<file path="src/rtl/pipe_shift_pkg.sv">
// Shared definitions for the pipelined barrel shifter: shift mode encoding
// and the rule that spreads log-shift levels across register stages.
package pipe_shift_pkg;

  typedef enum logic [1:0] {
    LSR = 2'd0,
    ASR = 2'd1,
    LSL = 2'd2,
    ROR = 2'd3
  } shift_mode_t;

  // Index of the first shift level handled by a stage; stage 'stages' gives
  // the level count, so consecutive calls bound each stage's level range.
  function automatic int first_level(input int stage, input int levels, input int stages);
    return (stage * levels) / stages;
  endfunction

endpackage

</file>
<file path="src/rtl/shift_level.sv">
// One 2^K level of the log shifter. When enabled it shifts by 2^K in the
// requested mode and reports whether any set bit fell off the LSB end
// (right shifts only); when disabled the data passes through untouched.
module shift_level
  import pipe_shift_pkg::*;
#(
  parameter int WIDTH = 24,
  parameter int K     = 0
) (
  input  logic [WIDTH-1:0] din,
  input  logic             en,
  input  shift_mode_t      mode,
  output logic [WIDTH-1:0] dout,
  output logic             sticky
);

  // K is always below clog2(WIDTH), so S < WIDTH and every slice is legal.
  localparam int S = 1 << K;

  logic signed [WIDTH-1:0] sdin;

  assign sdin = din;

  // Shift by 2^K in the selected mode and collect the dropped low bits.
  always_comb begin
    dout   = din;
    sticky = 1'b0;
    if (en) begin
      unique case (mode)
        LSR: begin
          dout   = din >> S;
          sticky = |din[S-1:0];
        end
        ASR: begin
          dout   = sdin >>> S;
          sticky = |din[S-1:0];
        end
        LSL: dout = din << S;
        ROR: dout = (din >> S) | (din << (WIDTH - S));
        default: dout = din;
      endcase
    end
  end

endmodule

</file>
<file path="src/rtl/pipe_barrel_shifter.sv">
// Pipelined barrel shifter with valid/ready on both sides. The clog2(WIDTH)
// shift levels are spread across PIPE register stages; the last stage drives
// the registered outputs. A sticky bit collects every bit lost by right
// shifts, and a sideband tag rides along with each request.
module pipe_barrel_shifter
  import pipe_shift_pkg::*;
#(
  parameter  int WIDTH   = 24,
  parameter  int PIPE    = 2,
  parameter  int TAG_W   = 4,
  localparam int SHIFT_W = $clog2(WIDTH)
) (
  input  logic               clk,
  input  logic               rst,
  input  logic               in_valid,
  output logic               in_ready,
  input  logic [WIDTH-1:0]   in_data,
  input  logic [SHIFT_W-1:0] in_amt,
  input  logic [1:0]         in_mode,
  input  logic [TAG_W-1:0]   in_tag,
  output logic               out_valid,
  input  logic               out_ready,
  output logic [WIDTH-1:0]   out_data,
  output logic               out_sticky,
  output logic               out_zero,
  output logic [TAG_W-1:0]   out_tag
);

  // Stage-input view: element s is what stage s's levels operate on.
  logic [WIDTH-1:0]   st_data   [PIPE];
  logic [SHIFT_W-1:0] st_amt    [PIPE];
  shift_mode_t        st_mode   [PIPE];
  logic [TAG_W-1:0]   st_tag    [PIPE];
  logic               st_sticky [PIPE];
  logic               st_vld    [PIPE];

  logic [PIPE-1:0] vld_p;
  logic [PIPE-1:0] ld;
  logic            room;

  assign st_data[0]   = in_data;
  assign st_amt[0]    = in_amt;
  assign st_mode[0]   = shift_mode_t'(in_mode);
  assign st_tag[0]    = in_tag;
  assign st_sticky[0] = 1'b0;
  assign st_vld[0]    = in_valid;

  // A stage loads when it or any stage downstream is empty, or the consumer takes the result.
  always_comb begin
    room = out_ready;
    ld   = '0;
    for (int s = PIPE - 1; s >= 0; s--) begin
      room  = room | ~vld_p[s];
      ld[s] = room;
    end
  end

  assign in_ready  = ld[0] & ~rst;
  assign out_valid = vld_p[PIPE-1];
  assign out_zero  = (out_data == '0);

  for (genvar s = 0; s < PIPE; s++) begin : g_stage
    localparam int LO   = first_level(s, SHIFT_W, PIPE);
    localparam int NLVL = first_level(s + 1, SHIFT_W, PIPE) - LO;

    // ---- stage s: combinational levels LO .. LO+NLVL-1 ----
    for (genvar j = 0; j < NLVL; j++) begin : g_lvl
      logic [WIDTH-1:0] din;
      logic [WIDTH-1:0] dout;
      logic             sin;
      logic             drop;
      logic             sout;

      if (j == 0) begin : g_head
        assign din = st_data[s];
        assign sin = st_sticky[s];
      end else begin : g_chain
        assign din = g_lvl[j-1].dout;
        assign sin = g_lvl[j-1].sout;
      end

      shift_level #(
        .WIDTH (WIDTH),
        .K     (LO + j)
      ) u_level (
        .din    (din),
        .en     (st_amt[s][LO+j]),
        .mode   (st_mode[s]),
        .dout   (dout),
        .sticky (drop)
      );

      assign sout = sin | drop;
    end

    logic [WIDTH-1:0] res;
    logic             res_sticky;
    logic             vld_q;

    assign res        = g_lvl[NLVL-1].dout;
    assign res_sticky = g_lvl[NLVL-1].sout;
    assign vld_p[s]   = vld_q;

    // ---- stage s register boundary ----
    // Occupancy flag: refilled from upstream whenever this stage loads.
    always_ff @(posedge clk or posedge rst) begin
      if (rst) begin
        vld_q <= 1'b0;
      end else if (ld[s]) begin
        vld_q <= st_vld[s];
      end
    end

    if (s < PIPE - 1) begin : g_mid
      logic [WIDTH-1:0]   data_q;
      logic [SHIFT_W-1:0] amt_q;
      shift_mode_t        mode_q;
      logic [TAG_W-1:0]   tag_q;
      logic               sticky_q;

      // Capture the partial result only for real items; bubbles leave it alone.
      always_ff @(posedge clk) begin
        if (ld[s] && st_vld[s]) begin
          data_q   <= res;
          amt_q    <= st_amt[s];
          mode_q   <= st_mode[s];
          tag_q    <= st_tag[s];
          sticky_q <= res_sticky;
        end
      end

      assign st_data[s+1]   = data_q;
      assign st_amt[s+1]    = amt_q;
      assign st_mode[s+1]   = mode_q;
      assign st_tag[s+1]    = tag_q;
      assign st_sticky[s+1] = sticky_q;
      assign st_vld[s+1]    = vld_q;
    end else begin : g_last
      logic [WIDTH-1:0] data_q;
      logic [TAG_W-1:0] tag_q;
      logic             sticky_q;

      // Output register: cleared by reset so the port reads zero while idle.
      always_ff @(posedge clk or posedge rst) begin
        if (rst) begin
          data_q   <= '0;
          tag_q    <= '0;
          sticky_q <= 1'b0;
        end else if (ld[s] && st_vld[s]) begin
          data_q   <= res;
          tag_q    <= st_tag[s];
          sticky_q <= res_sticky;
        end
      end

      assign out_data   = data_q;
      assign out_tag    = tag_q;
      assign out_sticky = sticky_q;
    end
  end

endmodule

</file>
<file path="config.mk">
export PLATFORM = sky130hd
export DESIGN_NAME = pipe_barrel_shifter
export DESIGN_NICKNAME = d
export VERILOG_FILES = /design/src/rtl/pipe_shift_pkg.sv /design/src/rtl/shift_level.sv /design/src/rtl/pipe_barrel_shifter.sv
export SDC_FILE = /design/constraint.sdc
export NUM_CORES = 1
export LEC_CHECK = 0
export BUFFER_PORTS_ARGS = -buffer_cell sky130_fd_sc_hd__buf_2
export CORE_ASPECT_RATIO = 0.9
export CORE_UTILIZATION = 27
export DETAILED_ROUTE_END_ITERATION = 8
export HOLD_SLACK_MARGIN = 0.05
export PLACE_DENSITY = 0.53
export SLEW_MARGIN = 20
export SYNTH_ARGS = -nofsm -noshare
export SYNTH_HDL_FRONTEND = slang
export SYNTH_SLANG_ARGS = --single-unit
export TNS_END_PERCENT = 30
</file>
<file path="constraint.sdc">
create_clock -name clk -period 3.9 [get_ports clk]
set_input_delay 0.585 -clock clk [delete_from_list [all_inputs] [get_ports clk]]
set_output_delay 0.585 -clock clk [all_outputs]
set_load 0.05 [all_outputs]
</file>
Word-level counts from Yosys, hierarchy flattened
Cells that the tools add are included.
Storage, ports and cells
  logic and storage cells: 62
  output and inout port bits: 32
  bits in registers: 67
Cells by class
  muxes and demuxes: 20
  eq/ne operators: 6
  bitwise logic cells: 15
  reductions and logical operators: 11
Operators with widths (number)
  case mux 24 bit (4 select lines): 5
  2-to-1 mux 24 bit: 5
  logical NOT 24 bit: 1
  bitwise OR 16 x 24 -> 24 bit: 1
  bitwise OR 20 x 24 -> 24 bit: 1
  bitwise OR 22 x 24 -> 24 bit: 1
  bitwise OR 23 x 24 -> 24 bit: 1
  bitwise OR 8 x 24 -> 24 bit: 1
  OR reduction 16 bit: 1
  2-to-1 mux 1 bit: 10
  == test 2 bit, second input constant: 4
  OR reduction 8 bit: 1
  bitwise OR 1 bit: 6
  OR reduction 2 bit: 3
  == test 2 x 1 -> 1 bit, second input constant: 2
  logical NOT 2 bit: 2
  OR reduction 4 bit: 1
  NOT 1 bit: 3
  logical AND 1 bit: 2
  AND 1 bit: 1

Longest topological paths before layout
  depth after elaboration: 10
  depth in mapped cells: 10
  depth with buffers taken out: 6

By module
From an unflattened synthesis, not the netlist that was laid out.
Second synthesis, totals
  cell total of the unflattened synthesis: 573
  area total of the unflattened synthesis: 5187.5 µm²
By module, submodules not included
  pipe_barrel_shifter: cells an instance 117, seq. area each 1796.7 µm², area an instance 2347.3 µm², instances 1
  shift_level at g_stage[1].g_lvl[1].u_level: cells an instance 97, seq. area each 0.0 µm², area an instance 591.8 µm², instances 1
  shift_level at g_stage[1].g_lvl[0].u_level: cells an instance 88, seq. area each 0.0 µm², area an instance 581.8 µm², instances 1
  shift_level at g_stage[0].g_lvl[1].u_level: cells an instance 86, seq. area each 0.0 µm², area an instance 558.0 µm², instances 1
  shift_level at g_stage[1].g_lvl[2].u_level: cells an instance 101, seq. area each 0.0 µm², area an instance 558.0 µm², instances 1
  shift_level at g_stage[0].g_lvl[0].u_level: cells an instance 84, seq. area each 0.0 µm², area an instance 550.5 µm², instances 1

Worst setup path after synthesis
No wires, ideal clock.
  path kind: reg-to-output
  start: reg g_stage[1].g_last.data_q[8], in the netlist out_data[8]
  end: out out_zero
  data required time: 3315 ps
  arrival: 1661 ps
  cell stages (with the launch flop): 4
  setup slack: 1654 ps
  path through: dfrtp_1 nor4_1 nand4_1 nor2_1
Between the ends
  longest elaborated chain between the ends: 1
Ends and longest elaborated chain
  from (decl): line pipe_barrel_shifter.sv:139  | logic [WIDTH-1:0] data_q;
  from (signal assigned): line pipe_barrel_shifter.sv:150  | data_q <= res;
  logical NOT 24 bit: line pipe_barrel_shifter.sv:60  | assign out_zero = (out_data == '0);
  to (decl): line pipe_barrel_shifter.sv:25  | output logic out_zero,
No other way between the ends.

Final worst setup path
  start: reg g_stage[0].g_mid.amt_q[2]
  end: reg g_stage[1].g_last.sticky_q, in the netlist out_sticky
Between the ends
  longest elaborated chain between the ends: 8
Ends and longest elaborated chain
  from (decl): line pipe_barrel_shifter.sv:116  | logic [SHIFT_W-1:0] amt_q;
  from (signal assigned): line pipe_barrel_shifter.sv:125  | amt_q <= st_amt[s];
  2-to-1 mux 24 bit: line shift_level.sv:28  | if (en) begin
  bitwise OR 16 x 24 -> 24 bit: line shift_level.sv:39  | ROR: dout = (din >> S) | (din << (WIDTH - S));
  case mux 24 bit (4 select lines): line shift_level.sv:29  | unique case (mode)
  2-to-1 mux 24 bit: line shift_level.sv:28
  OR reduction 16 bit: line shift_level.sv:32, shift_level.sv:36
  2-to-1 mux 1 bit
  2-to-1 mux 1 bit: line shift_level.sv:28
  bitwise OR 1 bit *: line pipe_barrel_shifter.sv:93  | assign sout = sin | drop;
  to (signal assigned): line pipe_barrel_shifter.sv:152  | sticky_q <= res_sticky;
  to (decl): line pipe_barrel_shifter.sv:141  | logic sticky_q;
Every way passes the cells marked *; elsewhere a longest branch is shown, timed or not.
A chain may end at the register's enable or synchronous reset.

==> metrics list <==
- Clock tree synthesis inserted a total of 9 buffers.
* Power density of the placed cells: 419 nW/um^2
* Maximum fanout along the worst path: 13
- Among cell families on the critical path, the largest total delay comes from simple AND/OR/NAND/NOR gates.
- Initial Util: 27.8%
- Cell count after synthesis: between 600 and 700
- Critical path data required time: 4110 ps
- DRT iter0 DRCs: between 500 and 600
- The number of nets in the synthesized netlist is ~650.
* Maximum VDD drop: 177 uV
- The floorplan step defined a core boundary enclosing just under 20000 um^2.
- Leftover overflow at the end of global routing: 0
- The first detailed-routing pass took 5 iterations.
* Number of synthesized flops with an enable pin: 34
* Final-report setup violation count: 0
- TritonCTS built the clock tree.
* Hold_buf cts: 0
- From synthesis to final layout, the design area changed by 14.6%.
- Root cell of the clock tree: sky130_fd_sc_hd__clkbuf_16
- In this run the critical register-to-register path is captured at out_sticky$_DFFE_PP0P_.
- The repair_antennas step left the layout with diodes totalling 0.
* Type of the most critical hold path: input pin to async pin
- For the pin with the worst max-slew slack, the measured transition is 1010 ps.
* Clock sinks: 65
- Layout cell share with drive strength beyond 1: 21.0%
- Entering global routing, the biggest net connects between 70 and 80 pins.
* Post-synth cell types: 64
- The final layout contains routed wiring with a total length of approximately 17000 um.
- The congestion estimate from routability-driven global placement came to approximately 0.86.
- Static timing analysis puts the maximum clock frequency at about 380 MHz.
* Hold Slack: ~300 ps
- The count of endpoints failing hold in the final timing report is 0.
* Synth Cell Area: ~5400 um^2
* Maximum cell stage delay along the critical path: roughly 680 ps
- Mean cell area of the mapped netlist: roughly 8.8 um^2
* Residual DRC: 0
- The setup check on the worst reg-to-reg path leaves a slack of approximately 1200 ps.
* DIE AREA: between 20000 and 25000 um^2
- Final-report max-slew violation count: 0
- Gates resized during post-CTS repair numbered 0.
- Among all stages on the critical path, the largest delay is contributed by sky130_fd_sc_hd__edfxtp_1.
- In this run the critical register-to-register path is launched from g_stage[0].g_mid.amt_q[2]$_DFFE_PP_.
- For the worst setup path, the data arrival time is around 2900 ps.
* Levels on crit path: 6
- Routed wire length per instance: 18.3 um
- The H-tree was split into 3 levels.
* Worst clock skew: just over 10 ps
* Library cell appearing most often on the critical path: sky130_fd_sc_hd__a21oi_1
- Share of the yosys chip area belonging to registers: 33.4%
- Proportion of synthesized flip-flops having asynchronous set or reset: 47.7%
- The worst setup path is captured at a flip-flop.
- Row generation in the floorplan step produced 48 rows.
* Slew HR: between 30% and 40%
- The final layout contains 691 nets.
- Number of antenna violations at the first check in global routing: 0
- Global-route wire length before repair: 26300 um
- Drt via density: 5.46
- Register bit total from synthesis: 65
* Clock latency reported for the late side of the worst-skew pair: about 340 ps
* Number of global-route vias before repair: approximately 4500
- Adding up every negative setup slack in the final design gives 0 ps.
- Cell Chain, Critical Path: inv_1 -> or4_1 -> a21oi_1 -> a31oi_1 -> nor4_1 -> a21oi_1
* Final Critical Period: 2650 ps
- Overall die height: roughly 140 um
- During synthesis, Yosys emitted a total of 0 warnings.
- Setup repair after global routing left no endpoint under its margin.
- The worst setup path is launched from a flip-flop.
* Io pins: 71
- Detailed placement HPWL: approximately 12000 um
- In this run the remaining antenna-violating nets after routing total 0.
* Top FF cell, synth: sky130_fd_sc_hd__edfxtp_1
- Worst R2R Path Depth: 6
- The flow ran to the end, and the final reports show no timing, DRC or antenna violations.
- No sink is reached through more buffers than the 2 on the longest clock path.
* Via count: between 4000 and 5000
- Across every metal layer, demand over resource in global routing totals around 17%.
* Port-buffer cells: 70
* Number of max-capacitance violations reported: 0
* Post-CTS setup buffers: 0
* Floorplan die width: ~150 um
- Share of the clock period used by the worst path: 68.0%
- After layout, the design draws a total of 2.58 mW.
- The number of buffers and inverters on the critical path is 1.
- The critical path is of the flip-flop to flip-flop type.
- Summed over all cells, the static leakage comes to 2.43 nW.
- Clock-pin slew was measured on the worst setup and hold paths at around 60 ps.
[how the worst max path moves through the flow]
stage	startpoint	to	slack, ps
after CTS	g_stage[0].g_mid.mode_q[0]$_DFFE_PP_	out_sticky$_DFFE_PP0P_	1250
after global placement	in_amt[0]	g_stage[0].g_mid.data_q[5]$_DFFE_PP_	1190
after detailed placement	in_mode[1]	g_stage[0].g_mid.data_q[16]$_DFFE_PP_	1160
after global routing	g_stage[0].g_mid.mode_q[0]$_DFFE_PP_	out_sticky$_DFFE_PP0P_	1060
final	g_stage[0].g_mid.amt_q[2]$_DFFE_PP_	out_sticky$_DFFE_PP0P_	1250
after floorplan	out_data[8]$_DFFE_PP0P_	out_zero	1650
[report_power, final]
group / total [mW] / internal (mW) / leakage (nW) / switching (mW)
registers: 0.931 / 0.827 / 0.711 / 0.104
logic: 0.848 / 0.272 / 1.58 / 0.576
clock network: 0.802 / 0.510 / 0.137 / 0.292
total: 2.58 / 1.61 / 2.43 / 0.971
[cell usage after synthesis (4+ instances only)]
cell                        n  share of area, %
sky130_fd_sc_hd__nand3_1    5              0.46
sky130_fd_sc_hd__a31o_2     4              0.65
sky130_fd_sc_hd__nand4b_1   6              0.98
sky130_fd_sc_hd__o221ai_1   4              0.65
sky130_fd_sc_hd__mux2_2    15               3.1
sky130_fd_sc_hd__a21oi_1   43               4.0
sky130_fd_sc_hd__mux2i_1   45               8.4
sky130_fd_sc_hd__buf_2     15               1.4
sky130_fd_sc_hd__o211ai_1  14               2.0
sky130_fd_sc_hd__nand2_1   85               5.9
sky130_fd_sc_hd__o21ai_0   66               6.1
sky130_fd_sc_hd__a221oi_1   7               1.1
sky130_fd_sc_hd__nor2b_1    7              0.81
sky130_fd_sc_hd__a31oi_1    8              0.93
sky130_fd_sc_hd__a22oi_1    8               1.1
sky130_fd_sc_hd__buf_4      4              0.56
sky130_fd_sc_hd__inv_1     14              0.98
sky130_fd_sc_hd__nor2_1    51               3.6
sky130_fd_sc_hd__nand2b_1  19               2.2
sky130_fd_sc_hd__o22ai_1    9               1.0
sky130_fd_sc_hd__buf_1      4              0.28
sky130_fd_sc_hd__nor4_1     8              0.93
sky130_fd_sc_hd__nor3_1     4              0.37
sky130_fd_sc_hd__dfrtp_1   31                14
sky130_fd_sc_hd__edfxtp_1  34                19
sky130_fd_sc_hd__clkbuf_1  26               1.8
sky130_fd_sc_hd__buf_6      5               1.0
sky130_fd_sc_hd__mux4_2    16               6.7
[metrics by stage]
step / setup slack, ps / instances / utilization, % / cell area (um^2)
2_1_floorplan: 1650 / 614 / - / 5380
3_3_place_gp: 1190 / 891 / 30.4 / 5870
3_5_place_dp: 1160 / 891 / 30.4 / 5870
4_1_cts: 1250 / 907 / 31.9 / 6170
5_1_grt: 1060 / 907 / 31.9 / 6170
6_report: 1250 / 907 / 31.9 / 6170
[cells in the final DEF, fill, tap and decap left out, drive strengths merged, types with 3 or more instances in the layout]
cell | Yosys | layout
a21oi | 43 | 43
nand2b | 19 | 19
o21ai | 69 | 69
o211ai | 14 | 14
nand2 | 85 | 85
a221oi | 9 | 9
nand3 | 5 | 5
mux2 | 16 | 16
mux2i | 45 | 45
nor4 | 8 | 8
clkbuf | 26 | 13
inv | 14 | 14
buf | 28 | 81
nand4b | 6 | 6
a311oi | 3 | 3
and2 | 3 | 3
dfrtp | 31 | 31
nor2 | 51 | 51
o221ai | 4 | 4
nor3 | 4 | 4
o22ai | 9 | 9
nor4bb | 3 | 3
a211oi | 3 | 3
mux4 | 16 | 16
a31o | 4 | 4
edfxtp | 34 | 34
a31oi | 8 | 8
a22oi | 8 | 8
o21a | 3 | 3
nor2b | 8 | 8
o31ai | 3 | 3
[logic make-up after synthesis]
group,count (synthesis),share of synthesized area (%)
buffers and inverters,68,6.07
AO/OA/AOI/OAI,199,23.7
AND/OR/NAND/NOR,205,18.5
multiplexers,77,18.4
flip-flops,65,33.4
[per-layer routing]
| layer | routed length (um) | track usage [%] | vias up |
|---|---|---|---|
| met5 | 0 | 0 | - |
| met3 | 823 | 3.02 | 20 |
| li1 | - | - | 2392 |
| met2 | 7410 | 24.2 | 143 |
| met1 | 8120 | 25.1 | 2397 |
| met4 | 256 | 5.78 | 0 |
[layout make-up]
cell class	instances	area, um^2
Inverter	14	52.6
Clock buffer	13	250
Clock inverter	3	41.3
Sequential cell	65	1800
Multi-Input combinational cell	481	3270
Timing Repair Buffer	81	445
Fill cell	2057	13200
Tap cell	250	313
[state kept, by name, summed over array words and instances, names as in the netlist]
signal                  flops
g_stage.g_mid.data_q       24
g_stage.g_mid.tag_q         4
out_valid                   1
out_sticky                  1
g_stage.vld_q               1
out_data                   24
g_stage.g_mid.amt_q         3
g_stage.g_mid.mode_q        2
out_tag                     4
g_stage.g_mid.sticky_q      1
No activity file was read; power rests on OpenSTA's default activity.
